--- config.mk ---
export PLATFORM = sky130hd
export DESIGN_NAME = fft_seq_ctrl_flat
export DESIGN_NICKNAME = d
export VERILOG_FILES = /design/src/rtl/fft_seq_ctrl_if.sv /design/src/rtl/fft_seq_ctrl.sv /design/src/flat_wrapper.sv
export SDC_FILE = /design/constraint.sdc
export NUM_CORES = 1
export LEC_CHECK = 0
export CAP_MARGIN = 20
export CORE_UTILIZATION = 54
export DETAILED_ROUTE_END_ITERATION = 10
export GPL_TIMING_DRIVEN = 0
export PLACE_DENSITY = 0.88
export SKIP_CTS_REPAIR_TIMING = 1
export SYNTH_ARGS = -nofsm -noshare
export SYNTH_HDL_FRONTEND = slang
export SYNTH_SLANG_ARGS = --single-unit
--- constraint.sdc ---
create_clock -name clk -period 4.9 [get_ports clk]
set_clock_uncertainty 0.15 [all_clocks]
set_input_delay 0.49 -clock clk [delete_from_list [all_inputs] [get_ports clk]]
set_output_delay 0.49 -clock clk [all_outputs]
set_load 0.005 [all_outputs]
--- src/rtl/fft_seq_ctrl_if.sv ---
// Handshake and address bus between the FFT sequencer and its datapath/register bank.
// The master modport is the sequencer side, the slave modport is the surrounding system.
interface fft_seq_ctrl_if #(
    parameter int LOG2N = 3
);
    logic             start_fft;
    logic             done_clr;
    logic             in_valid;
    logic             in_ready;
    logic             ld_we;
    logic [LOG2N-1:0] ld_addr;
    logic             bfly_en;
    logic [LOG2N-1:0] addr_a;
    logic [LOG2N-1:0] addr_b;
    logic [LOG2N-2:0] tw_idx;
    logic [LOG2N-1:0] stage;
    logic             out_valid;
    logic             out_ready;
    logic [LOG2N-1:0] rd_addr;
    logic             busy;
    logic             done;

    modport master (
        input  start_fft, done_clr, in_valid, out_ready,
        output in_ready, ld_we, ld_addr, bfly_en, addr_a, addr_b, tw_idx,
               stage, out_valid, rd_addr, busy, done
    );

    modport slave (
        output start_fft, done_clr, in_valid, out_ready,
        input  in_ready, ld_we, ld_addr, bfly_en, addr_a, addr_b, tw_idx,
               stage, out_valid, rd_addr, busy, done
    );
endinterface

--- src/rtl/fft_seq_ctrl.sv ---
// Load / butterfly / unload sequencer for an in-place radix-2 DIT FFT.
// Optional macro FFT_SEQ_CTRL_ABORT_EN adds an abort input that cancels a run in progress.
module fft_seq_ctrl #(
    parameter int LOG2N    = 3,
    parameter int BFLY_LAT = 2
) (
    input  logic           clk,
    input  logic           rst_n,
`ifdef FFT_SEQ_CTRL_ABORT_EN
    input  logic           abort,
`endif
    fft_seq_ctrl_if.master bus
);

    localparam int               N          = 1 << LOG2N;
    localparam int               HALF_N     = N / 2;
    localparam logic [LOG2N-1:0] CNT_LAST   = LOG2N'(N - 1);
    localparam logic [LOG2N-2:0] K_LAST     = (LOG2N-1)'(HALF_N - 1);
    localparam logic [LOG2N-1:0] STAGE_LAST = LOG2N'(LOG2N - 1);

    typedef enum logic [2:0] {
        ST_IDLE    = 3'd0,
        ST_LOAD    = 3'd1,
        ST_COMPUTE = 3'd2,
        ST_DRAIN   = 3'd3,
        ST_UNLOAD  = 3'd4,
        ST_DONE    = 3'd5
    } state_t;

    state_t           r_state;
    state_t           w_state_nxt;
    logic             r_start_q;
    logic [LOG2N-1:0] r_cnt;
    logic [LOG2N-1:0] w_cnt_nxt;
    logic [LOG2N-2:0] r_k;
    logic [LOG2N-2:0] w_k_nxt;
    logic [LOG2N-1:0] r_stage;
    logic [LOG2N-1:0] w_stage_nxt;
    logic [3:0]       r_dcnt;
    logic [3:0]       w_dcnt_nxt;

    logic             w_start_pulse;
    logic             w_abort;
    logic             w_ld_beat;
    logic             w_last_stage;
    logic             w_issue;
    logic             w_unload;
    logic             w_in_stage;

    logic             r_in_ready;
    logic             r_ld_we;
    logic [LOG2N-1:0] r_ld_addr;
    logic             r_bfly_en;
    logic [LOG2N-1:0] r_addr_a;
    logic [LOG2N-1:0] r_addr_b;
    logic [LOG2N-2:0] r_tw_idx;
    logic [LOG2N-1:0] r_stage_o;
    logic             r_out_valid;
    logic [LOG2N-1:0] r_rd_addr;
    logic             r_busy;
    logic             r_done;

    function automatic logic [LOG2N-1:0] bitrev(input logic [LOG2N-1:0] v);
        logic [LOG2N-1:0] r;
        for (int i = 0; i < LOG2N; i++) begin
            r[i] = v[LOG2N-1-i];
        end
        return r;
    endfunction

    // Top operand: insert a zero bit at position 'stage' into k.
    function automatic logic [LOG2N-1:0] bfly_addr_a(input logic [LOG2N-2:0] k,
                                                      input logic [LOG2N-1:0] s);
        logic [LOG2N-1:0] kx;
        logic [LOG2N-1:0] mask;
        kx   = {1'b0, k};
        mask = (LOG2N'(1) << s) - LOG2N'(1);
        return ((kx >> s) << (s + LOG2N'(1))) | (kx & mask);
    endfunction

    function automatic logic [LOG2N-1:0] bfly_addr_b(input logic [LOG2N-2:0] k,
                                                      input logic [LOG2N-1:0] s);
        return bfly_addr_a(k, s) + (LOG2N'(1) << s);
    endfunction

    function automatic logic [LOG2N-2:0] bfly_tw(input logic [LOG2N-2:0] k,
                                                  input logic [LOG2N-1:0] s);
        logic [LOG2N-1:0] kx;
        logic [LOG2N-1:0] mask;
        logic [LOG2N-1:0] tw;
        kx   = {1'b0, k};
        mask = (LOG2N'(1) << s) - LOG2N'(1);
        tw   = (kx & mask) << (LOG2N'(LOG2N - 1) - s);
        return tw[LOG2N-2:0];
    endfunction

    assign w_start_pulse = bus.start_fft & ~r_start_q;
    assign w_last_stage  = (r_stage == STAGE_LAST);

`ifdef FFT_SEQ_CTRL_ABORT_EN
    assign w_abort = abort && (r_state inside {ST_LOAD, ST_COMPUTE, ST_DRAIN, ST_UNLOAD});
`else
    assign w_abort = 1'b0;
`endif

    // Next-state and counter sequencing
    always_comb begin
        w_state_nxt = r_state;
        w_cnt_nxt   = r_cnt;
        w_k_nxt     = r_k;
        w_stage_nxt = r_stage;
        w_dcnt_nxt  = r_dcnt;
        w_ld_beat   = 1'b0;
        if (w_abort) begin
            w_state_nxt = ST_IDLE;
            w_cnt_nxt   = '0;
            w_k_nxt     = '0;
            w_stage_nxt = '0;
            w_dcnt_nxt  = '0;
        end else begin
            case (r_state)
                ST_IDLE: begin
                    if (w_start_pulse) begin
                        w_state_nxt = ST_LOAD;
                        w_cnt_nxt   = '0;
                    end else begin
                        w_state_nxt = ST_IDLE;
                    end
                end
                ST_LOAD: begin
                    if (bus.in_valid && r_in_ready) begin
                        w_ld_beat = 1'b1;
                        if (r_cnt == CNT_LAST) begin
                            w_state_nxt = ST_COMPUTE;
                            w_cnt_nxt   = '0;
                            w_stage_nxt = '0;
                            w_k_nxt     = '0;
                        end else begin
                            w_cnt_nxt = r_cnt + LOG2N'(1);
                        end
                    end else begin
                        w_ld_beat = 1'b0;
                    end
                end
                ST_COMPUTE: begin
                    if (r_k != K_LAST) begin
                        w_k_nxt = r_k + (LOG2N-1)'(1);
                    end else if (BFLY_LAT == 0) begin
                        // No pipeline to drain: advance straight to the next stage or unload.
                        w_k_nxt     = '0;
                        w_cnt_nxt   = '0;
                        w_state_nxt = w_last_stage ? ST_UNLOAD : ST_COMPUTE;
                        w_stage_nxt = w_last_stage ? r_stage : r_stage + LOG2N'(1);
                    end else begin
                        w_k_nxt     = '0;
                        w_dcnt_nxt  = '0;
                        w_state_nxt = ST_DRAIN;
                    end
                end
                ST_DRAIN: begin
                    if (int'(r_dcnt) >= BFLY_LAT - 1) begin
                        w_dcnt_nxt  = '0;
                        w_cnt_nxt   = '0;
                        w_state_nxt = w_last_stage ? ST_UNLOAD : ST_COMPUTE;
                        w_stage_nxt = w_last_stage ? r_stage : r_stage + LOG2N'(1);
                    end else begin
                        w_dcnt_nxt = r_dcnt + 4'd1;
                    end
                end
                ST_UNLOAD: begin
                    if (bus.out_ready && r_out_valid) begin
                        if (r_cnt == CNT_LAST) begin
                            w_state_nxt = ST_DONE;
                            w_cnt_nxt   = '0;
                        end else begin
                            w_cnt_nxt = r_cnt + LOG2N'(1);
                        end
                    end else begin
                        w_cnt_nxt = r_cnt;
                    end
                end
                ST_DONE: begin
                    // A fresh start beats a simultaneous done_clr.
                    if (w_start_pulse) begin
                        w_state_nxt = ST_LOAD;
                        w_cnt_nxt   = '0;
                    end else if (bus.done_clr) begin
                        w_state_nxt = ST_IDLE;
                    end else begin
                        w_state_nxt = ST_DONE;
                    end
                end
                default: begin
                    w_state_nxt = ST_IDLE;
                end
            endcase
        end
    end

    // Phase qualifiers of the upcoming cycle, used to build the registered outputs
    always_comb begin
        w_issue    = (w_state_nxt == ST_COMPUTE);
        w_unload   = (w_state_nxt == ST_UNLOAD);
        w_in_stage = (w_state_nxt == ST_COMPUTE) || (w_state_nxt == ST_DRAIN);
    end

    // State, counters and registered outputs
    always_ff @(posedge clk or negedge rst_n) begin
        if (!rst_n) begin
            r_state     <= ST_IDLE;
            r_start_q   <= 1'b0;
            r_cnt       <= '0;
            r_k         <= '0;
            r_stage     <= '0;
            r_dcnt      <= 4'd0;
            r_in_ready  <= 1'b0;
            r_ld_we     <= 1'b0;
            r_ld_addr   <= '0;
            r_bfly_en   <= 1'b0;
            r_addr_a    <= '0;
            r_addr_b    <= '0;
            r_tw_idx    <= '0;
            r_stage_o   <= '0;
            r_out_valid <= 1'b0;
            r_rd_addr   <= '0;
            r_busy      <= 1'b0;
            r_done      <= 1'b0;
        end else begin
            r_state     <= w_state_nxt;
            r_start_q   <= bus.start_fft;
            r_cnt       <= w_cnt_nxt;
            r_k         <= w_k_nxt;
            r_stage     <= w_stage_nxt;
            r_dcnt      <= w_dcnt_nxt;
            r_in_ready  <= (w_state_nxt == ST_LOAD);
            r_ld_we     <= w_ld_beat;
            r_ld_addr   <= w_ld_beat ? bitrev(r_cnt) : '0;
            r_bfly_en   <= w_issue;
            r_addr_a    <= w_issue ? bfly_addr_a(w_k_nxt, w_stage_nxt) : '0;
            r_addr_b    <= w_issue ? bfly_addr_b(w_k_nxt, w_stage_nxt) : '0;
            r_tw_idx    <= w_issue ? bfly_tw(w_k_nxt, w_stage_nxt) : '0;
            r_stage_o   <= w_in_stage ? w_stage_nxt : '0;
            r_out_valid <= w_unload;
            r_rd_addr   <= w_unload ? w_cnt_nxt : '0;
            r_busy      <= (w_state_nxt != ST_IDLE) && (w_state_nxt != ST_DONE);
            r_done      <= (w_state_nxt == ST_DONE);
        end
    end

    assign bus.in_ready  = r_in_ready;
    assign bus.ld_we     = r_ld_we;
    assign bus.ld_addr   = r_ld_addr;
    assign bus.bfly_en   = r_bfly_en;
    assign bus.addr_a    = r_addr_a;
    assign bus.addr_b    = r_addr_b;
    assign bus.tw_idx    = r_tw_idx;
    assign bus.stage     = r_stage_o;
    assign bus.out_valid = r_out_valid;
    assign bus.rd_addr   = r_rd_addr;
    assign bus.busy      = r_busy;
    assign bus.done      = r_done;

endmodule
--- src/flat_wrapper.sv ---
// flat-port wrapper written by rule: the top's interface ports become plain ports
module fft_seq_ctrl_flat 
#(
    parameter int LOG2N    = 3,
    parameter int BFLY_LAT = 2
)
  (clk, rst_n, bus_start_fft, bus_done_clr, bus_in_valid, bus_out_ready, bus_in_ready, bus_ld_we, bus_ld_addr, bus_bfly_en, bus_addr_a, bus_addr_b, bus_tw_idx, bus_stage, bus_out_valid, bus_rd_addr, bus_busy, bus_done);
  fft_seq_ctrl_if #(.LOG2N(LOG2N)) bus_i ();
  input  logic clk;
  input  logic rst_n;
  input wire logic [$bits(bus_i.start_fft)-1:0] bus_start_fft;
  input wire logic [$bits(bus_i.done_clr)-1:0] bus_done_clr;
  input wire logic [$bits(bus_i.in_valid)-1:0] bus_in_valid;
  input wire logic [$bits(bus_i.out_ready)-1:0] bus_out_ready;
  output wire logic [$bits(bus_i.in_ready)-1:0] bus_in_ready;
  output wire logic [$bits(bus_i.ld_we)-1:0] bus_ld_we;
  output wire logic [$bits(bus_i.ld_addr)-1:0] bus_ld_addr;
  output wire logic [$bits(bus_i.bfly_en)-1:0] bus_bfly_en;
  output wire logic [$bits(bus_i.addr_a)-1:0] bus_addr_a;
  output wire logic [$bits(bus_i.addr_b)-1:0] bus_addr_b;
  output wire logic [$bits(bus_i.tw_idx)-1:0] bus_tw_idx;
  output wire logic [$bits(bus_i.stage)-1:0] bus_stage;
  output wire logic [$bits(bus_i.out_valid)-1:0] bus_out_valid;
  output wire logic [$bits(bus_i.rd_addr)-1:0] bus_rd_addr;
  output wire logic [$bits(bus_i.busy)-1:0] bus_busy;
  output wire logic [$bits(bus_i.done)-1:0] bus_done;
  assign bus_i.start_fft = bus_start_fft;
  assign bus_i.done_clr = bus_done_clr;
  assign bus_i.in_valid = bus_in_valid;
  assign bus_i.out_ready = bus_out_ready;
  assign bus_in_ready = bus_i.in_ready;
  assign bus_ld_we = bus_i.ld_we;
  assign bus_ld_addr = bus_i.ld_addr;
  assign bus_bfly_en = bus_i.bfly_en;
  assign bus_addr_a = bus_i.addr_a;
  assign bus_addr_b = bus_i.addr_b;
  assign bus_tw_idx = bus_i.tw_idx;
  assign bus_stage = bus_i.stage;
  assign bus_out_valid = bus_i.out_valid;
  assign bus_rd_addr = bus_i.rd_addr;
  assign bus_busy = bus_i.busy;
  assign bus_done = bus_i.done;
  fft_seq_ctrl #(.LOG2N(LOG2N), .BFLY_LAT(BFLY_LAT)) u_core (.clk(clk), .rst_n(rst_n), .bus(bus_i));
endmodule
== After elaboration in Yosys (flattened, before gate mapping) ==
Index checks and enable logic that the tools add are counted.
Storage, ports and cells
  bits in registers: 39
  output and inout port bits: 23
Operators by class
  add/subtract/negate cells: 8
  $lt $le $gt $ge: 1
  equality and inequality tests: 15
  shifts and indexed selects: 4
  muxes and demuxes: 37
  bitwise logic cells: 4
  reductions and logical operators: 9
Operators by type and width (count)
  3-bit two-way mux: 23
  3-bit one-hot mux with 6 select lines: 1
  3-bit by 2-bit == test with 1-bit output, second input constant: 5
  3-bit == test, second input constant: 5
  3-bit one-hot mux with 4 select lines: 1
  3-bit by 1-bit adder with 3-bit output, second input constant: 3
  2-bit two-way mux: 4
  4-bit two-way mux: 2
  4-bit one-hot mux with 2 select lines: 1
  3-bit by 1-bit == test with 1-bit output, second input constant: 2
  3-bit one-hot mux with 2 select lines: 1
  4-bit by 1-bit adder with 4-bit output, second input constant: 1
  4-bit by 1-bit greater-or-equal comparator with 1-bit output, second input constant: 1
  2-bit inequality test, second input constant: 2
  2-bit one-hot mux with 2 select lines: 1
  3-bit adder: 1
  2-bit by 3-bit AND with 3-bit output: 1
  1-bit logical AND: 3
  3-bit zero test: 1
  1-bit two-way mux: 3
  3-bit inequality test, second input constant: 1
  3-bit OR: 1
  3-bit nonzero test: 1
  1-bit by 3-bit left shift with 3-bit output, first input constant: 1
  12 further kinds: 12

== Logic depth before layout (Yosys ltp) ==
  depth after elaboration: 10
  depth in mapped cells: 15

== Worst setup path after synthesis ==
Ideal clock, no wire load.
  kind: flip-flop to flip-flop
  from: reg u_core.r_state[0]
  to: reg u_core.r_addr_b[2] (netlist: u_core.bus.addr_b[2])
  library setup time: 0.086 ns
  arrival time: 3.196 ns
  required time: 4.664 ns
  setup slack: 1.468 ns
  stages on the path, launching flop included: 15
  buffers on the path: 2
  clock period less this slack: 3.432 ns
  path through: dfrtp_1 buf_6 clkbuf_1 nand3b_1 nor3_1 mux2i_1 inv_1 ha_1 xnor2_1 o21ai_0 nand2_1 fa_1 xnor2_1 and3_2 nor3_1
Between the ends
  word-level cells in the longest chain between the ends: 8
  elaborated cells between the ends (all ways): 25
  classes of those cells: add/sub (3); eq/ne (6); shift (3); mux (10); bitwise (2); reduce/logical (1)
RTL lines
  start, declared: line fft_seq_ctrl.sv:30  | state_t r_state;
  start signal, assigned: line fft_seq_ctrl.sv:229  | r_state <= w_state_nxt;
  3-bit by 2-bit == test with 1-bit output / 3-bit by 1-bit == test with 1-bit output (equally long branches): line fft_seq_ctrl.sv:121  | case (r_state)
  3-bit one-hot mux with 2 select lines *: line fft_seq_ctrl.sv:121
  net u_core.w_stage_nxt[0]: line fft_seq_ctrl.sv:38  | logic [LOG2N-1:0] w_stage_nxt;
  branches (longest 4 deep; another with 3-bit by 1-bit adder with 3-bit output)
  3-bit adder *: line fft_seq_ctrl.sv:83  | return bfly_addr_a(k, s) + (LOG2N'(1) << s);
  3-bit two-way mux *: line fft_seq_ctrl.sv:240  | r_addr_b <= w_issue ? bfly_addr_b(w_k_nxt, w_stage_nxt) : '0;
  end signal, assigned: line fft_seq_ctrl.sv:240
  end, declared: line fft_seq_ctrl.sv:55  | logic [LOG2N-1:0] r_addr_b;
Mark *: on every way through the listed nets, which the timed path passes.
A chain may end at the register's enable or synchronous reset.

== Worst setup path after layout ==
Ends and elaborated chain as after synthesis.

==> run_results.csv <==
group,metric,value,unit
floorplanning,rows,21,
clock_network,htreeDepth,2,
worst_setup_path,cp.arrival,4.17,ns
job,drv_cap,0,
floorplanning,num_io_pins,29,
cells_and_area,drive_above_1_share,13.2,%
logic_synthesis,synth_mux_area_share,2.31,%
logic_synthesis,syn_nets,204,
floorplanning,start_util,58.1,%
clock_network,clock_path_buffers,2,
place,place.gp.congestion,0.851,
pwr,leakage,1.19,nW
global_routing,grt_use_total,22.6,%
logic_synthesis,synth_compound_area_share,11.4,%
clock_network,clk_pin_slew,0.07,ns
logic_synthesis,ys_seq_area_share,48.8,%
drt,drc_errors,0,
logic_synthesis,synth_top_family_by_area,"simple AND/OR/NAND/NOR gates",
worst_setup_path,path_max_fanout,10,
floorplanning,die_h,62.9,um
logic_synthesis,netlist_area,0.00200,mm^2
floorplanning,die_width,62.9,um
place,port_buffers,28,
clock_network,cts_num_sinks,39,
pwr,ir_worst_vdd,0.000323,V
sta,slew_violations,0,
drt,wl_per_cell,14.7,um
drt,vias,1518,
logic_synthesis,synth_cells,184,
logic_synthesis,synth_top_area_cell,"dfrtp_1",
sta,finalSetupTns,0,ns
cells_and_area,nets,239,
logic_synthesis,synth_simple_gate_area_share,22.3,%
sta,final-hold-violation-count,0,
logic_synthesis,ys_warn_count,0,
global_routing,grt_antenna_before_repair,0,
logic_synthesis,synthAdderAreaFrac,9.13,%
pwr,powerDensity,531,mW/mm^2
worst_setup_path,cp-end-kind,"flip-flop",
global_routing,grt_pass1_wl,6670,um
drt,viasPerCell,5.71,
sta,clock.fmax,243,MHz
worst_setup_path,cp.required,4.96,ns
cells_and_area,n_antenna_cell,0,
drt,first_pass_iters,4,
global_routing,grt_pass1_vias,1476,
run_status,status,"complete, no violations",
sta,period_minus_slack,4.11,ns
global_routing,grt_max_degree,40,
drt,postRouteAntennaNets,0,
worst_setup_path,critPathKind,"flip-flop to flip-flop",
sta,post-route-period-util,83.8,%
sta,setup_viol,0,
clock_network,cts_tree,"yes",
logic_synthesis,synth_area_leaders,"dfrtp_1, ha_1, and2_1",
clock_network,insertion_delay,0.30,ns
global_routing,gr-total-overflow,0,
floorplanning,dieArea,0.00395,mm^2
logic_synthesis,synth_cell_types,51,
floorplanning,core_area,0.00344,mm^2
logic_synthesis,async_flop_share,100,%
logic_synthesis,synth_edf_count,0,
clock_network,clockRootBuffer,"clkbuf_8",
sta,relSlewSlack,44.4,%
place,hpwl,2940,um
drt,wl,3910,um
logic_synthesis,synth_ff_type,"dfrtp_1",
logic_synthesis,synth-xor-area-share,1.75,%
sta,max_slew.worst_pin.slew,0.833,ns
logic_synthesis,avgSynthCellArea,10.9,um^2
cells_and_area,final_core_util,71.1,%
worst_setup_path,critPathLaunchType,"flip-flop",
drt,drtIter0Drc,62,
logic_synthesis,synth_top_area_share,48.8,%
sta,rsz0062_at_grt,"false",
pwr,p_total,1.30,mW
min_path,hp-class,"input port to async pin",
clock_network,cts_buffers,5,
logic_synthesis,ys_ff_latch,39,
cells_and_area,syn2layout_area_growth,22.3,%
## cells by family after synthesis
group           count (synthesis)
xor+xnor                        4
simple gates                   74
mux                             4
compound gates                 33
flops                          39
fa+ha+maj                      14
buf+inv                        16
## layout by cell type, fill, tap and decap left out, types with 2 or more instances in the layout
cell              n
nand2b_1          4
nand3_1           2
buf_6             2
dfrtp_1          39
nor2b_1           4
nand2_1           9
o21bai_1          2
nand4_1           2
o21ai_0           7
a21oi_1           9
clkbuf_8          6
xnor2_1           3
nor3b_1           2
mux2i_1           2
and3_2            5
ha_1             13
inv_2             2
a31oi_1           2
nand3b_1          2
a22o_1            5
nor2_1           14
inv_1             9
nor3_1            6
and2_1           11
clkdlybuf4s50_1  27
## report_power, final
part           switching (mW)  internal, mW  leakage, nW  total, mW
registers              0.0510         0.390        0.517      0.441
logic                   0.326         0.266        0.615      0.592
clock network           0.113         0.151       0.0581      0.265
total                   0.491         0.808         1.19       1.30
## metrics by stage
stage                     cell area (um^2)  setup slack [ns]  hold WS (ns)  std cells
after floorplan                       2000              1.47        0.0444        184
after global placement                2340             0.958         0.355        258
after detailed placement              2330             0.898         0.359        258
after CTS                             2450             0.860         0.155        266
after global routing                  2450             0.484         0.222        266
final                                 2450             0.791         0.143        266
## worst paths after layout
kind                                               from                             end  slack [ns]  depth (start not counted)
setup / recovery            u_core.r_state[0]$_DFF_PN0_  u_core.bus.addr_b[2]$_DFF_PN0_        0.79                         14
hold / removal                                    rst_n      u_core.r_start_q$_DFF_PN0_        0.14                          1
setup reg to reg            u_core.r_state[0]$_DFF_PN0_  u_core.bus.addr_b[2]$_DFF_PN0_        0.79                         14
hold reg to reg            u_core.r_dcnt[3]$_DFFE_PN0P_    u_core.r_dcnt[3]$_DFFE_PN0P_        0.37                          1
max in group asynchronous                         rst_n    u_core.r_dcnt[0]$_DFFE_PN0P_        3.94                          1
min in group clk           u_core.r_dcnt[3]$_DFFE_PN0P_    u_core.r_dcnt[3]$_DFFE_PN0P_        0.37                          1
## cell usage after synthesis (3+ instances only)
cell type  instances
a22o_1             5
and3_2             5
ha_1              13
a21oi_1            9
nand2b_1           4
inv_1              9
xnor2_1            3
nor2_1            14
dfrtp_1           39
and2_1            11
nor3_1             6
nand2_1            9
o21ai_0            7
nor2b_1            4
## cell type report
type                    instances  area, um^2
fillers                       256         996
flip-flops and latches         39         976
multi-input cells             129         938
repair buffers                 28         275
clock buffers                   5        68.8
well taps                      46        57.6
plain buffers                   5        45.0
clock inverters                 3        43.8
inverters                      11        41.3
## worst max-delay path: stages, from the launching register on
cell and delay [ns]:
dfrtp_1 0.35, buf_6 0.12, clkbuf_1 0.38, nand3b_1 0.16, nor3_1 0.20, mux2i_1 0.60
inv_1 0.25, ha_1 0.30, xnor2_1 0.14, o21ai_0 0.31, nand2_1 0.15, fa_1 0.42
xnor2_1 0.15, and3_2 0.21, nor3_1 0.13
## per-layer routing
metal  global-route usage (%)  share of wire [%]
met1                     26.4                 43
met2                     37.1                 50
met3                     7.12                5.4
met4                     11.0                2.1
met5                        0                  0
## registers in the layout, summed over array words and instances (netlist names)
signal / cells
u_core.bus.rd_addr: 3
u_core.bus.addr_a: 3
u_core.r_k: 2
u_core.bus.tw_idx: 2
u_core.r_cnt: 3
u_core.bus.ld_we: 1
u_core.bus.in_ready: 1
u_core.bus.done: 1
u_core.bus.busy: 1
u_core.r_state: 3
u_core.bus.addr_b: 3
u_core.bus.ld_addr: 3
u_core.r_start_q: 1
u_core.bus.out_valid: 1
u_core.r_stage: 3
u_core.r_dcnt: 4
u_core.bus.bfly_en: 1
u_core.bus.stage: 3
(Power assumes the default switching activity.)
